$ cat config.mk
export PLATFORM = sky130hd
export DESIGN_NAME = stream_mux_nx1
export DESIGN_NICKNAME = d
export VERILOG_FILES = /design/src/rtl/stream_mux_nx1.sv
export SDC_FILE = /design/constraint.sdc
export NUM_CORES = 1
export LEC_CHECK = 0
export ABC_AREA = 1
export BUFFER_PORTS_ARGS = -buffer_cell sky130_fd_sc_hd__buf_2
export CAP_MARGIN = 20
export CORE_AREA = 2 2 61 63
export CTS_CLUSTER_DIAMETER = 80
export CTS_CLUSTER_SIZE = 28
export DETAILED_ROUTE_END_ITERATION = 10
export DIE_AREA = 0 0 63 65
export PLACE_DENSITY = 0.75
export SYNTH_ARGS = -nofsm -noshare
export SYNTH_HDL_FRONTEND = slang
export SYNTH_SLANG_ARGS = --single-unit
$ cat constraint.sdc
create_clock -name clk -period 1.87 [get_ports clk]
set_input_delay 0.187 -clock clk [delete_from_list [all_inputs] [get_ports clk]]
set_output_delay 0.187 -clock clk [all_outputs]
set_load 0.01 [all_outputs]
$ cat src/rtl/stream_mux_nx1.sv
// rtl/stream_mux_nx1.sv - N-channel stream multiplexer with packet-locked arbitration and registered output
//
// Selects one of N_CH input streams and forwards its beats to a single
// registered output. A channel keeps the grant from its first beat until
// its beat with in_last=1 has been accepted.
//
// Parameters:
//   N_CH   number of input channels (2..16)
//   DATA_W data width per channel
//   MODE   0 = round-robin, 1 = fixed priority (lowest index), 2 = manual via sel
//
// Ports:
//   clk        clock, all state on the rising edge
//   rst_n      asynchronous active-low reset
//   in_valid   per-channel beat valid
//   in_data    packed channel data, channel i at [i*DATA_W +: DATA_W]
//   in_last    per-channel end-of-packet flag
//   in_ready   per-channel accept (combinational)
//   sel        manual channel select, only used when MODE=2
//   out_valid  output register holds a beat
//   out_data   registered data
//   out_last   registered end-of-packet flag
//   out_ch     source channel of the current output beat
//   out_ready  downstream accept
module stream_mux_nx1 #(
    parameter int N_CH   = 4,
    parameter int DATA_W = 8,
    parameter int MODE   = 0,
    localparam int SEL_W = $clog2(N_CH)
) (
    input  logic                   clk,
    input  logic                   rst_n,
    input  logic [N_CH-1:0]        in_valid,
    input  logic [N_CH*DATA_W-1:0] in_data,
    input  logic [N_CH-1:0]        in_last,
    output logic [N_CH-1:0]        in_ready,
    input  logic [SEL_W-1:0]       sel,
    output logic                   out_valid,
    output logic [DATA_W-1:0]      out_data,
    output logic                   out_last,
    output logic [SEL_W-1:0]       out_ch,
    input  logic                   out_ready
);

    typedef enum logic {
        IDLE   = 1'b0,
        LOCKED = 1'b1
    } state_t;

    state_t             r_state;
    state_t             w_state_nxt;
    logic [SEL_W-1:0]   r_grant;
    logic [SEL_W-1:0]   w_grant_nxt;
    logic [SEL_W-1:0]   r_rr_ptr;
    logic [SEL_W-1:0]   w_rr_nxt;

    logic               r_out_valid;
    logic [DATA_W-1:0]  r_out_data;
    logic               r_out_last;
    logic [SEL_W-1:0]   r_out_ch;

    logic               w_slot_free;
    logic [SEL_W-1:0]   w_cand;
    logic               w_cand_ok;
    logic [SEL_W-1:0]   w_idx;
    int                 w_idx_int;
    logic [SEL_W-1:0]   w_src;
    logic               w_src_ok;
    logic               w_xfer;
    logic [DATA_W-1:0]  w_src_data;
    logic               w_src_last;

    // The output register can take a new beat when it is empty or is being
    // drained this cycle, which keeps full throughput without a bubble.
    assign w_slot_free = !r_out_valid || out_ready;

    // Candidate selection for the IDLE state.
    always_comb begin
        w_cand    = '0;
        w_cand_ok = 1'b0;
        w_idx     = '0;
        w_idx_int = 0;
        if (MODE == 2) begin
            if ((int'(sel) < N_CH) && in_valid[sel]) begin
                w_cand    = sel;
                w_cand_ok = 1'b1;
            end
        end else begin
            for (int k = 0; k < N_CH; k++) begin
                // Round-robin searches upward from rr_ptr with wrap; fixed
                // priority searches upward from channel 0.
                w_idx_int = (MODE == 1) ? k : int'(r_rr_ptr) + k;
                if (w_idx_int >= N_CH) begin
                    w_idx_int = w_idx_int - N_CH;
                end
                w_idx = w_idx_int[SEL_W-1:0];
                if (!w_cand_ok && in_valid[w_idx]) begin
                    w_cand    = w_idx;
                    w_cand_ok = 1'b1;
                end
            end
        end
    end

    // While locked only the granted channel is eligible; sel and other
    // requests are ignored until the packet's last beat.
    assign w_src      = (r_state == LOCKED) ? r_grant : w_cand;
    assign w_src_ok   = (r_state == LOCKED) ? 1'b1 : w_cand_ok;
    assign w_src_data = in_data[int'(w_src)*DATA_W +: DATA_W];
    assign w_src_last = in_last[w_src];
    assign w_xfer     = rst_n && w_src_ok && w_slot_free && in_valid[w_src];

    // in_ready is gated by rst_n so it drops immediately on reset assertion.
    always_comb begin
        in_ready = '0;
        if (rst_n && w_src_ok && w_slot_free) begin
            in_ready[w_src] = 1'b1;
        end
    end

    always_comb begin
        w_state_nxt = r_state;
        w_grant_nxt = r_grant;
        w_rr_nxt    = r_rr_ptr;
        if (w_xfer) begin
            if (w_src_last) begin
                w_state_nxt = IDLE;
                w_rr_nxt    = (w_src == SEL_W'(N_CH - 1)) ? '0 : w_src + 1'b1;
            end else if (r_state == IDLE) begin
                w_state_nxt = LOCKED;
                w_grant_nxt = w_cand;
            end
        end
    end

    always_ff @(posedge clk or negedge rst_n) begin
        if (!rst_n) begin
            r_state  <= IDLE;
            r_grant  <= '0;
            r_rr_ptr <= '0;
        end else begin
            r_state  <= w_state_nxt;
            r_grant  <= w_grant_nxt;
            r_rr_ptr <= w_rr_nxt;
        end
    end

    always_ff @(posedge clk or negedge rst_n) begin
        if (!rst_n) begin
            r_out_valid <= 1'b0;
            r_out_data  <= '0;
            r_out_last  <= 1'b0;
            r_out_ch    <= '0;
        end else if (w_xfer) begin
            r_out_valid <= 1'b1;
            r_out_data  <= w_src_data;
            r_out_last  <= w_src_last;
            r_out_ch    <= w_src;
        end else if (out_ready) begin
            r_out_valid <= 1'b0;
        end
    end

    assign out_valid = r_out_valid;
    assign out_data  = r_out_data;
    assign out_last  = r_out_last;
    assign out_ch    = r_out_ch;

endmodule

; ---- Word level (Yosys, flattened, before mapping)
; Index checks and enable logic that the tools add are counted.
[classes]
bitwise_logic = 1
n_mux = 33
addsub = 8
shift = 1
magnitude_cmp = 10
reduce_logical = 15
eq_ne = 1
[ops]
columns = cell, count
row1 = 32-bit by 6-bit variable part select with 8-bit output, 1
row2 = 2-bit 2-to-1 mux, 10
row3 = "2-bit by 3-bit less-than comparator with 1-bit output, second input constant", 5
row4 = 1-bit 2-to-1 mux, 15
row5 = 1-bit binary-select mux with 2-bit select, 6
row6 = "3-bit >= comparator, second input constant", 3
row7 = "2-bit by 1-bit subtractor with 2-bit output, second input constant", 4
row8 = 1-bit logical AND, 7
row9 = "2-bit by 2-bit adder with 3-bit output, second input constant", 2
row10 = 1-bit logical NOT, 4
row11 = 4-bit 2-to-1 mux, 1
row12 = 2-bit AND reduction, 2
row13 = "2-bit by 1-bit adder with 3-bit output, second input constant", 1
row14 = "2-bit by 3-bit >= comparator with 1-bit output, second input constant", 1
row15 = "2-bit by 1-bit adder with 2-bit output, second input constant", 1
row16 = 1-bit demux with 2-bit select, 1
row17 = "2-bit equality test, second input constant", 1
row18 = "2-bit by 1-bit >= comparator with 1-bit output, second input constant", 1
row19 = 2-bit nonzero test, 1
row20 = 1-bit logical OR, 1
row21 = 1-bit inverter, 1
[totals]
output_inout_bits = 16
inputBits = 45
word_cells = 76
regBits = 17

; ---- Depth between registers and ports, before layout
; Gate-level depths: netlist of the first run.
[depth]
depth_word = 20
depth_mapped = 19
depth_no_buf = 17

; ---- Least setup slack after synthesis of the first run
; Ideal clock, no wire load.
[synth_path]
path_kind = register -> output
from = register r_rr_ptr[0]
to = output in_ready[3]
arrival_time_ns = 1.852
n_path_buf = 3
required_time_ns = 1.683
slack_ns = -0.169
path_stages_with_launch = 18
path_cell_list = dfrtp_1 -> buf_6 -> inv_6 -> nand2_1 -> nand2_2 -> nand2_2 -> nand2_1 -> clkinv_1 -> nand2_1 -> nor2_2 -> nor2_4 -> nand2_2 -> buf_6 -> inv_2 -> buf_4 -> ha_1 -> inv_1 -> nor2_1
[synth_between]
elab_chain_cells = 20
elab_cells_between_ends = 47
classes_between = add/sub (7) / order compare (6) / mux (25) / reduce/logical (9)
[synth_lines]
columns = element, line_no
row1 = start: declaration, 54  ; logic [SEL_W-1:0] r_rr_ptr;
row2 = start signal: assignment, 144  ; r_rr_ptr <= w_rr_nxt;
row3 = "parallel branches: the longest is 13 deep, another holds 2-bit by 1-bit adder with 3-bit output", -
row4 = 2-bit 2-to-1 mux (*), 97  ; if (!w_cand_ok && in_valid[w_idx]) begin
row5 = 2-bit 2-to-1 mux (*), -
row6 = named net w_src[0], 67  ; logic [SEL_W-1:0] w_src;
row7 = 2-bit by 3-bit less-than comparator with 1-bit output (not written as such) or 2-bit by 1-bit >= comparator with 1-bit output (tied branches), 117  ; in_ready[w_src] = 1'b1;
row8 = 1-bit logical AND (not written as such), 117
row9 = 1-bit 2-to-1 mux (not written as such), 117
row10 = 1-bit demux with 2-bit select (*), 117
row11 = 4-bit 2-to-1 mux (*), 116  ; if (rst_n && w_src_ok && w_slot_free) begin
row12 = end: declaration, 36  ; output logic [N_CH-1:0] in_ready,
; Mark *: on every way through the listed nets, which the timed path passes. The select of a mux whose other input is x is not followed.

; ---- Worst setup path in the final report of the first run
[layout_path]
from = register r_rr_ptr[0]
to = register r_rr_ptr[1]
[layout_between]
elab_chain_cells = 19
elab_cells_between_ends = 50
classes_between = add/sub (8) / order compare (4) / eq/ne (1) / mux (27) / reduce/logical (10)
[layout_lines]
columns = element
row1 = "parallel branches: the longest is 19 deep, another holds 2-bit by 1-bit adder with 3-bit output"
; Several ways; the timed one is not identified. The select of a mux whose other input is x is not followed.
; A chain may end at the register's enable or synchronous reset.

==> impl_metrics.yaml, run 1 <==
critical_path:
  crit_arrival_ps: 2620
  crit_cells: 21
  crit_slowest_cell: "dfrtp_2"
  worstPathRequired_ps: 2120
  start_kind: "register"
  cpMostUsedCell: "nand2_2"
  max_stage_delay_ps: 440
  crit_family: "simple AND/OR/NAND/NOR gates"
  critical_path_class: "register to register"
  r2r_slack_ps: -500
  crit_buf_inv: 6
  path_cells: "buf_12, inv_12, nand2_1, nand2_2, nand2_2, nand2_4, clkinv_2, nand2_2, nor2_4, nor2_4, nand2_4, buf_4, buf_6, nand2_2, nand2_2, nand2_4, nand2_4, nor2_4, buf_6, nand3_2, nand2_1"
  timing.rr.end: "r_rr_ptr[1]"
  ff2ff_path_depth: 21
  reg2reg_from: "r_rr_ptr[0]"
  cp-end-kind: "register"
  crit_fanout: 7
global_route:
  grt_max_degree: 18
  track_usage: 0.2306
  grt_pass1_wl_um: 7583
  grt_pass1_vias: 1830
  grt-ovfl-total: 0
  antenna_found_initial: 0
worst_hold_path:
  hold_depth: 5
  hp-class: "input port to register"
  min_to: "out_data[2]"
  min_from: "in_data[2]"
placement:
  portBuffers: 58
  pre_cts_ws_ps: -421.4
  routabilityCongestion: 0.9372
  place_inst: 360
  dp_hpwl_um: 3176
detailed_routing:
  drtIter0Drc: 41
  vias: 1877
  wl_met3_um: 228
  dr_wl_met2_um: 2531
  avgRoutedWirePerCell_um: 12.38
  wl_met1_um: 1846
  routed_via_density: 4.888
  drt-total-wl_um: 4753
  highest_layer: "met4"
  dr.pass1.iters: 4
  drc: 0
  ant_nets: 0
layout:
  final_common_cell: "nand2_1"
  diodes: 0
  utilization: 0.7165
  nNetsFinal: 384
  area_growth_pct: 73.18
  drive_gt1_frac: 0.5417
  instances_no_fill: 384
  layout_common_cells: "90 x nand2_1, 57 x buf_2, 30 x buf_4"
  nFillCells: 281
yosys:
  ys_ff_latch: 17
  syn_nets: 284
  syn_inst: 237
  yosys_warnings: 0
  async_reset_ff_frac: 1.000
  ys_seq_area_frac: 0.2941
  syn_avg_cell_area_um2: 6.103
  yosysUniqueCellTypes: 22
  synth-edff-count: 0
  synth_area_mm2: 0.001446
  ys_dominant_reg_cell: "dfrtp_1"
cts:
  cts_tree: "built"
  cts_sinks: 17
  clk_latency_ps: 310
  htreeDepth: 1
  clockBufferDepth: 2
  cts_made_buffers: 3
  root_buffer: "clkbuf_4"
  clk_pin_slew_ps: 110
floorplan:
  die_width_um: 63
  io_pins: 61
  core_area_mm2: 0.003496
  die_h_um: 65
  row_count: 22
  dieArea_mm2: 0.004095
  start_util: 0.4137
outcome:
  failed_checks: "negative setup slack"
  status: "finished, violations left"
timing:
  tightest_slew_ps: 211.5
  setup-violations-final: 21
  max_freq_mhz: 421.8
  final_max_slew_viol_count: 0
  clock_skew_ps: 9.626
  hold_viol: 0
  layout_setup_ws_ps: -500.7
  layout_min_cycle_time_ps: 2371
  fin_crit_sh: 1.268
  rsz0062_at_grt: "true"
  max_slew_margin: 0.8590
power:
  power_density_mw_per_mm2: 2360
  p_leak_nw: 1.384
  max-vdd-ir-drop_uv: 1779
job:
  cap_violations: 0
-- cell families after synthesis --
kind of cell,Yosys count,share of synthesized area
fa+ha+maj,2,0.01730
compound gates,26,0.09688
flops,17,0.2941
buf+inv,32,0.1133
simple gates,160,0.4784
-- cell type report --
class                      count  area [um^2]  area share
multi-input combinational    189         1175      0.4690
timing repair buffer         102        695.7      0.2777
sequential                    17        427.9      0.1708
inverter                      23        110.1     0.04396
tap                           48        60.06     0.02398
clock buffer                   3        22.52    0.008991
timing repair inverter         1        8.758    0.003497
clock inverter                 1        5.005    0.001998
-- metrics by stage --
step,hold WS [ps],cell area (um^2),total power [mW],setup TNS (ps)
floorplan,-108.6,1563,3.210,-605.0
global placement,173.4,2036,4.171,-7030
detailed placement,173.7,2036,4.219,-7845
CTS,180.2,2333,5.239,-6701
global route,214.4,2505,6.387,-12060
finish,177.5,2505,5.911,-9266
-- synthesized netlist by cell type (3+ instances only) --
| cell type | count | area, um^2 |
|---|---|---|
| a21oi_1 | 9 | 45.04 |
| buf_2 | 4 | 20.02 |
| buf_6 | 4 | 45.04 |
| dfrtp_1 | 17 | 425.4 |
| inv_1 | 18 | 67.56 |
| inv_2 | 3 | 11.26 |
| nand2_1 | 119 | 446.7 |
| nand2_2 | 7 | 43.79 |
| nand3_1 | 19 | 95.09 |
| nand3_2 | 3 | 30.03 |
| nor2_1 | 3 | 11.26 |
| nor2_2 | 4 | 25.02 |
| o21ai_1 | 11 | 55.05 |
| o21bai_1 | 4 | 30.03 |
-- metal layers --
| layer | up-vias | GRT usage |
|---|---|---|
| li1 | 937 | - |
| met1 | 862 | 0.2631 |
| met4 | 0 | 0.09167 |
| met5 | - | 0 |
| met2 | 65 | 0.4348 |
| met3 | 13 | 0.02778 |
-- report_power, final --
part | internal, mW | switching, mW | total (mW)
combinational | 2.20 | 2.84 | 5.04
clock | 0.0799 | 0.125 | 0.205
sequential | 0.553 | 0.111 | 0.663
-- registers in the layout, indices dropped and copies added (netlist names) --
register	count
out_valid	1
out_ch	2
out_last	1
r_state	1
r_grant	2
r_rr_ptr	2
out_data	8
-- worst max-delay path by stage --
stage                      from           to  slack (ps)
floorplan           r_rr_ptr[0]  in_ready[3]         -60
global placement    r_rr_ptr[0]  out_data[7]        -390
detailed placement  r_rr_ptr[0]  out_data[7]        -420
CTS                 r_rr_ptr[0]  in_ready[3]        -430
global route        r_rr_ptr[0]  r_rr_ptr[1]        -650
finish              r_rr_ptr[0]  r_rr_ptr[1]        -500
-- tightest hold or removal path, cell delays in order --
cell and delay (ps):
buf_2 70, nand2_1 40, nand2_1 60, o21ai_2 50
nand2_1 50
-- timing repair --
item / in CTS / in global routing
buffers inserted: 14 / 2
hold buffers: 1 / 0
gates resized for setup: 34 / 40
gates cloned: 3 / 0
hold endpoints to repair: 17 / 0
pin swaps: 14 / 23
endpoints found under the setup margin: 21 / 21
Note: power is estimated with default switching activity, not from simulation.
==> inputs of run 2 (changes only) <==
Settings changed: ABC_AREA 1 to not set, CORE_AREA 2 2 61 63 to 2 2 62 64, DIE_AREA 0 0 63 65 to 0 0 64 66, PLACE_DENSITY 0.75 to not set.
==> run 2 against run 1 <==
  * The flow still finishes with violations (negative setup slack)
  * Global-route usage is 5.3 points lower
  * Critical endpoint is now r_grant[0]
  * Area after synthesis is 19% lower
  * Final cell count fell by 34%
  * Final area fell by 21%
  * Core utilization down 16 points
  * Largest power group unchanged
  * Largest cell class unchanged
  * Power fell by 44%
==> impl_metrics.yaml, run 2 <==
outcome:
  status: "finished, violations left"
  failed_checks: "negative setup slack"
worst_hold_path:
  hp-class: "input port to register"
  min_to: "out_valid"
  hold_depth: 3
  min_from: "out_ready"
critical_path:
  cpMostUsedCell: "a21oi_2"
  max_stage_delay_ps: 440
  crit_arrival_ps: 2450
  cp-end-kind: "register"
  reg2reg_from: "r_state"
  ff2ff_path_depth: 8
  worstPathRequired_ps: 2060
  r2r_slack_ps: -380
  crit_slowest_cell: "dfrtp_1"
  path_cells: "or2_1, a21oi_2, buf_4, o21a_1, o22ai_2, or3_1, a21oi_2, mux2_2"
  crit_buf_inv: 1
  crit_fanout: 4
  timing.rr.end: "r_grant[0]"
  start_kind: "register"
  crit_family: "simple AND/OR/NAND/NOR gates"
  critical_path_class: "register to register"
yosys:
  async_reset_ff_frac: 1.000
  synth_area_leader_cell: "dfrtp_1"
  syn_nets: 162
  syn_inst: 115
  yosysUniqueCellTypes: 36
  synth_top_area_frac: 0.3648
  synth_area_mm2: 0.001166
  yosys_warnings: 0
  ys_top_cells_by_count: "17 x dfrtp_1, 14 x a21oi_1, 12 x mux2i_1, 9 x nor2b_1, 8 x a211oi_1"
  synth_area_leaders: "dfrtp_1 36%, mux2i_1 10%, mux2_1 6.8%"
  synth_most_common_cell: "dfrtp_1"
  synth-edff-count: 0
  ys_ff_latch: 17
  ys_dominant_reg_cell: "dfrtp_1"
  syn_avg_cell_area_um2: 10.14
  ys_seq_area_frac: 0.3648
floorplan:
  row_count: 22
  die_h_um: 66
  io_pins: 61
  core_area_mm2: 0.003551
  dieArea_mm2: 0.004224
  start_util: 0.3284
  die_width_um: 64
global_route:
  grt_pass1_vias: 1225
  antenna_found_initial: 0
  grt-ovfl-total: 0
  grt_pass1_wl_um: 5802
  track_usage: 0.1775
  grt_max_degree: 19
detailed_routing:
  drt-total-wl_um: 3634
  ant_nets: 0
  drc: 0
  avgRoutedWirePerCell_um: 14.31
  dr.pass1.iters: 4
  vias: 1237
  drtIter0Drc: 53
  routed_via_density: 4.870
cts:
  cts_sinks: 17
  clk_latency_ps: 300
  cts_tree: "built"
  htreeDepth: 1
  clockBufferDepth: 2
  cts_made_buffers: 3
  root_buffer: "clkbuf_4"
  clk_pin_slew_ps: 110
power:
  p_sw_mw: 1.276
  power_density_mw_per_mm2: 1676
  pwr-share-clk: 0.063
  power.share.sequential: 0.204
  switching_share: 0.3868
  max-vdd-ir-drop_uv: 630.7
  intPower_mw: 2.023
  p_leak_nw: 0.9904
  power_frac_comb: 0.733
  power_mw: 3.299
layout:
  nFillCells: 331
  final_common_cell: "buf_2"
  nNetsFinal: 254
  layout_common_cells: "57 x buf_2, 24 x buf_4, 16 x dfrtp_1"
  largest_reg_flops: 8
  instances_no_fill: 254
  area_growth_pct: 68.78
  diodes: 0
  drive_gt1_frac: 0.6214
  utilization: 0.5543
placement:
  pre_cts_ws_ps: -359.7
  portBuffers: 58
  dp_hpwl_um: 2774
  place_inst: 239
  routabilityCongestion: 0.8447
timing:
  final_max_slew_viol_count: 0
  tns_ps: -5668
  fin_crit_sh: 1.205
  hold_viol: 0
  setup-violations-final: 20
  clock_skew_ps: 2.773
  layout_setup_ws_ps: -382.6
  tightest_slew_ps: 362.7
  rsz0062_at_grt: "true"
  max_slew_margin: 0.7573
  max_freq_mhz: 443.9
  layout_min_cycle_time_ps: 2253
job:
  cap_violations: 0
## run 2: changes by cell type after synthesis, sizes merged, moves of 5 or more
cell and delta:
a211oi +8, a21oi +7, buf -5, inv -19, mux2 +14, mux2i +12
nand2 -123, nand3 -20, nor2 -7, nor2b +9, o21ai -11
## run 2: power groups by stage
| stage | sequential, mW | combinational, mW | clock (mW) |
|---|---|---|---|
| floorplan | 0.724 | 1.19 | 0 |
| global placement | 0.667 | 1.85 | 0 |
| detailed placement | 0.678 | 1.89 | 0 |
| CTS | 0.671 | 2.30 | 0.216 |
| global route | 0.698 | 2.63 | 0.230 |
| finish | 0.674 | 2.42 | 0.208 |
## run 2: cell families (layout without fill, tap and decap cells)
kind of cell / count (synthesis) / count (layout) / synth area share
AOI/OAI and AO/OA: 32 / 32 / 0.1889
adders and majority gates: 2 / 2 / 0.02146
muxes: 26 / 26 / 0.2414
buffers and inverters: 9 / 100 / 0.03755
DFF: 17 / 17 / 0.3648
and+or+nand+nor: 29 / 29 / 0.1459
## run 2: cell type report
type | instances | area, um^2 | share of cell area
inverters | 3 | 11.26 | 0.005722
clock inverters | 1 | 5.005 | 0.002543
multi-input cells | 89 | 813.3 | 0.4132
well taps | 48 | 60.06 | 0.03051
clock buffers | 3 | 22.52 | 0.01144
repair buffers | 93 | 629.4 | 0.3198
flip-flops and latches | 17 | 426.7 | 0.2168
## run 2: routing by layer
| metal | GRT usage | routed length, um | vias to the layer above |
|---|---|---|---|
| li1 | - | - | 605 |
| met3 | 0.02555 | 113 | 2 |
| met2 | 0.3411 | 2010 | 28 |
| met1 | 0.1994 | 1482 | 602 |
| met4 | 0.05707 | 27 | 0 |
| met5 | 0 | 0 | - |
## run 2: how the worst max path moves through the flow
stage            start  cells past startpoint  slack (ps)         end
3_5_place_dp   r_state                      7        -360  r_grant[0]
5_1_grt        r_state                      8        -470  r_grant[1]
3_3_place_gp   r_state                      6        -310  r_grant[0]
6_report       r_state                      8        -380  r_grant[0]
4_1_cts        r_state                      8        -340  r_grant[0]
2_1_floorplan  r_state                      6        -310  r_grant[0]
## run 2: per-stage QoR
| step | instance area [um^2] | hold slack [ps] |
|---|---|---|
| CTS | 1911 | 158.4 |
| global route | 1968 | 217.4 |
| floorplan | 1209 | -108.6 |
| finish | 1968 | 197.6 |
| detailed placement | 1713 | 185.2 |
| global placement | 1713 | 177.1 |
## run 2: repair_timing
item / CTS / global route
pin swaps: 6 / 3
buffers inserted: 7 / 2
gates cloned: 1 / 0
hold endpoints to repair: 17 / 0
setup endpoints to repair: 20 / 20
hold buffers: 1 / 0
gates resized for setup: 17 / 12
## run 2: tightest hold or removal path, stage by stage
cell      delay, ps
buf_2            70
nand2b_1        160
nand2_2          50
==> inputs of run 3 (changes only) <==
Clock period 1.87 ns to 2.3 ns, I/O delays scaled along.
==> run 3 against run 2 <==
  * The flow now finishes without violations
  * Global-route usage is 3.5 points lower
  * Core utilization decreased by 5.6 points
  * Final cell count is 6.3% lower
  * Power fell by 28%
  * Combinational power down 31%
  * Largest cell class unchanged
==> impl_metrics.yaml, run 3 (synthesis results as in run 2) <==
layout:
  layout_common_cells: "58 x buf_2, 16 x dfrtp_1, 13 x buf_4"
  largest_reg_flops: 8
  nNetsFinal: 238
  nFillCells: 342
  drive_gt1_frac: 0.5474
  utilization: 0.4982
  diodes: 0
  final_common_cell: "buf_2"
  area_growth_pct: 51.72
detailed_routing:
  ant_nets: 0
  routed_via_density: 4.908
  drtIter0Drc: 37
  avgRoutedWirePerCell_um: 13.17
  drc: 0
  dr.pass1.iters: 4
  vias: 1168
  drt-total-wl_um: 3135
floorplan:
  die_width_um: 64
  dieArea_mm2: 0.004224
  io_pins: 61
  row_count: 22
  core_area_mm2: 0.003551
  die_h_um: 66
  start_util: 0.3284
power:
  intPower_mw: 1.417
  p_sw_uw: 953.7
  p_leak_nw: 0.8807
  power_frac_comb: 0.704
  pwr-share-clk: 0.067
  power_density_mw_per_mm2: 1340
  switching_share: 0.4023
  power.share.sequential: 0.229
  max-vdd-ir-drop_uv: 553.1
cts:
  clk_pin_slew_ps: 100
  root_buffer: "clkbuf_4"
  cts_tree: "built"
  cts_made_buffers: 3
  cts_sinks: 17
  htreeDepth: 1
  clockBufferDepth: 2
  clk_latency_ps: 290
outcome:
  status: "finished clean"
critical_path:
  r2r_slack_ps: 2
  crit_family: "multiplexers"
  start_kind: "register"
  worstPathRequired_ps: 2490
  crit_arrival_ps: 2480
  critical_path_class: "register to register"
  reg2reg_from: "r_state"
  max_stage_delay_ps: 430
  cp-end-kind: "register"
  timing.rr.end: "r_grant[1]"
  crit_buf_inv: 0
  path_cells: "mux2i_1, o31a_1, a21oi_4, mux2_2, or3_4, a21oi_4, mux2_2"
  crit_slowest_cell: "dfrtp_2"
  ff2ff_path_depth: 7
  crit_fanout: 6
timing:
  max_slew_margin: 0.7699
  holdWs_ps: 251.0
  setup-violations-final: 0
  layout_min_cycle_time_ps: 2298
  final_max_slew_viol_count: 0
  fin_crit_sh: 0.9993
  hold_viol: 0
  tightest_slew_ps: 344.5
  max_freq_mhz: 435.1
  rsz0062_at_grt: "true"
  clock_skew_ps: 2.771
job:
  cap_violations: 0
worst_hold_path:
  min_to: "out_valid"
  min_from: "out_ready"
  hold_depth: 3
  hp-class: "input port to register"
placement:
  routabilityCongestion: 0.8398
  dp_hpwl_um: 2348
  portBuffers: 58
global_route:
  track_usage: 0.1426
  grt_pass1_wl_um: 4733
  grt-ovfl-total: 0
  antenna_found_initial: 0
  grt_pass1_vias: 1106
  grt_max_degree: 31
run 3: tightest hold or removal path: cells and delay by family:
kind / cells / cell delay (ps)
simple gates: 2 / 200
buf+inv: 1 / 70
run 3: metal layers:
layer	share of wire	track usage	vias up
li1	-	-	579
met1	0.39	0.1647	550
met2	0.54	0.2539	31
met3	0.040	0.02726	8
met4	0.026	0.06522	0
met5	0	0	-
run 3: metrics by stage:
stage	cells	setup WS, ps	instance area (um^2)	setup TNS [ps]	power [mW]
floorplan	115	69.52	1166	0	1.425
global placement	226	31.22	1578	0	1.811
detailed placement	226	-15.65	1578	-43.95	1.845
CTS	233	9.518	1648	0	2.075
global route	238	-67.04	1769	-620.0	2.568
finish	238	1.505	1769	0	2.370
run 3: power groups by stage:
stage	Clock (mW)	Combinational [mW]	Sequential [mW]
after global routing	0.182	1.82	0.569
after CTS	0.166	1.37	0.542
after detailed placement	0	1.30	0.547
after global placement	0	1.27	0.538
final	0.159	1.67	0.543
after floorplan	0	0.839	0.586
run 3: what timing repair did:
item | 4_1_cts | 5_1_grt
gates resized for setup | 5 | 17
buffers inserted | 3 | 4
pin swaps | 2 | 5
setup endpoints to repair | 14 | 14
hold endpoints to repair | 17 | 0
cloned | 0 | 1
hold buffers | 1 | 0
run 3: worst max-delay path by stage:
stage,from,to,slack (ps),cells after the start
3_5_place_dp,r_state,r_grant[1],-20,7
5_1_grt,r_state,r_grant[1],-70,7
4_1_cts,r_state,out_data[0],10,9
6_report,r_state,r_grant[1],2,7
2_1_floorplan,r_state,r_grant[0],70,6
3_3_place_gp,r_state,r_grant[0],30,6
run 3: cell type report:
class / count / area [um^2] / area share
multi-input combinational: 89 / 767.0 / 0.4335
timing repair buffer: 77 / 476.7 / 0.2694
sequential: 17 / 426.7 / 0.2412
tap: 48 / 60.06 / 0.03395
clock buffer: 3 / 22.52 / 0.01273
inverter: 3 / 11.26 / 0.006365
clock inverter: 1 / 5.005 / 0.002829
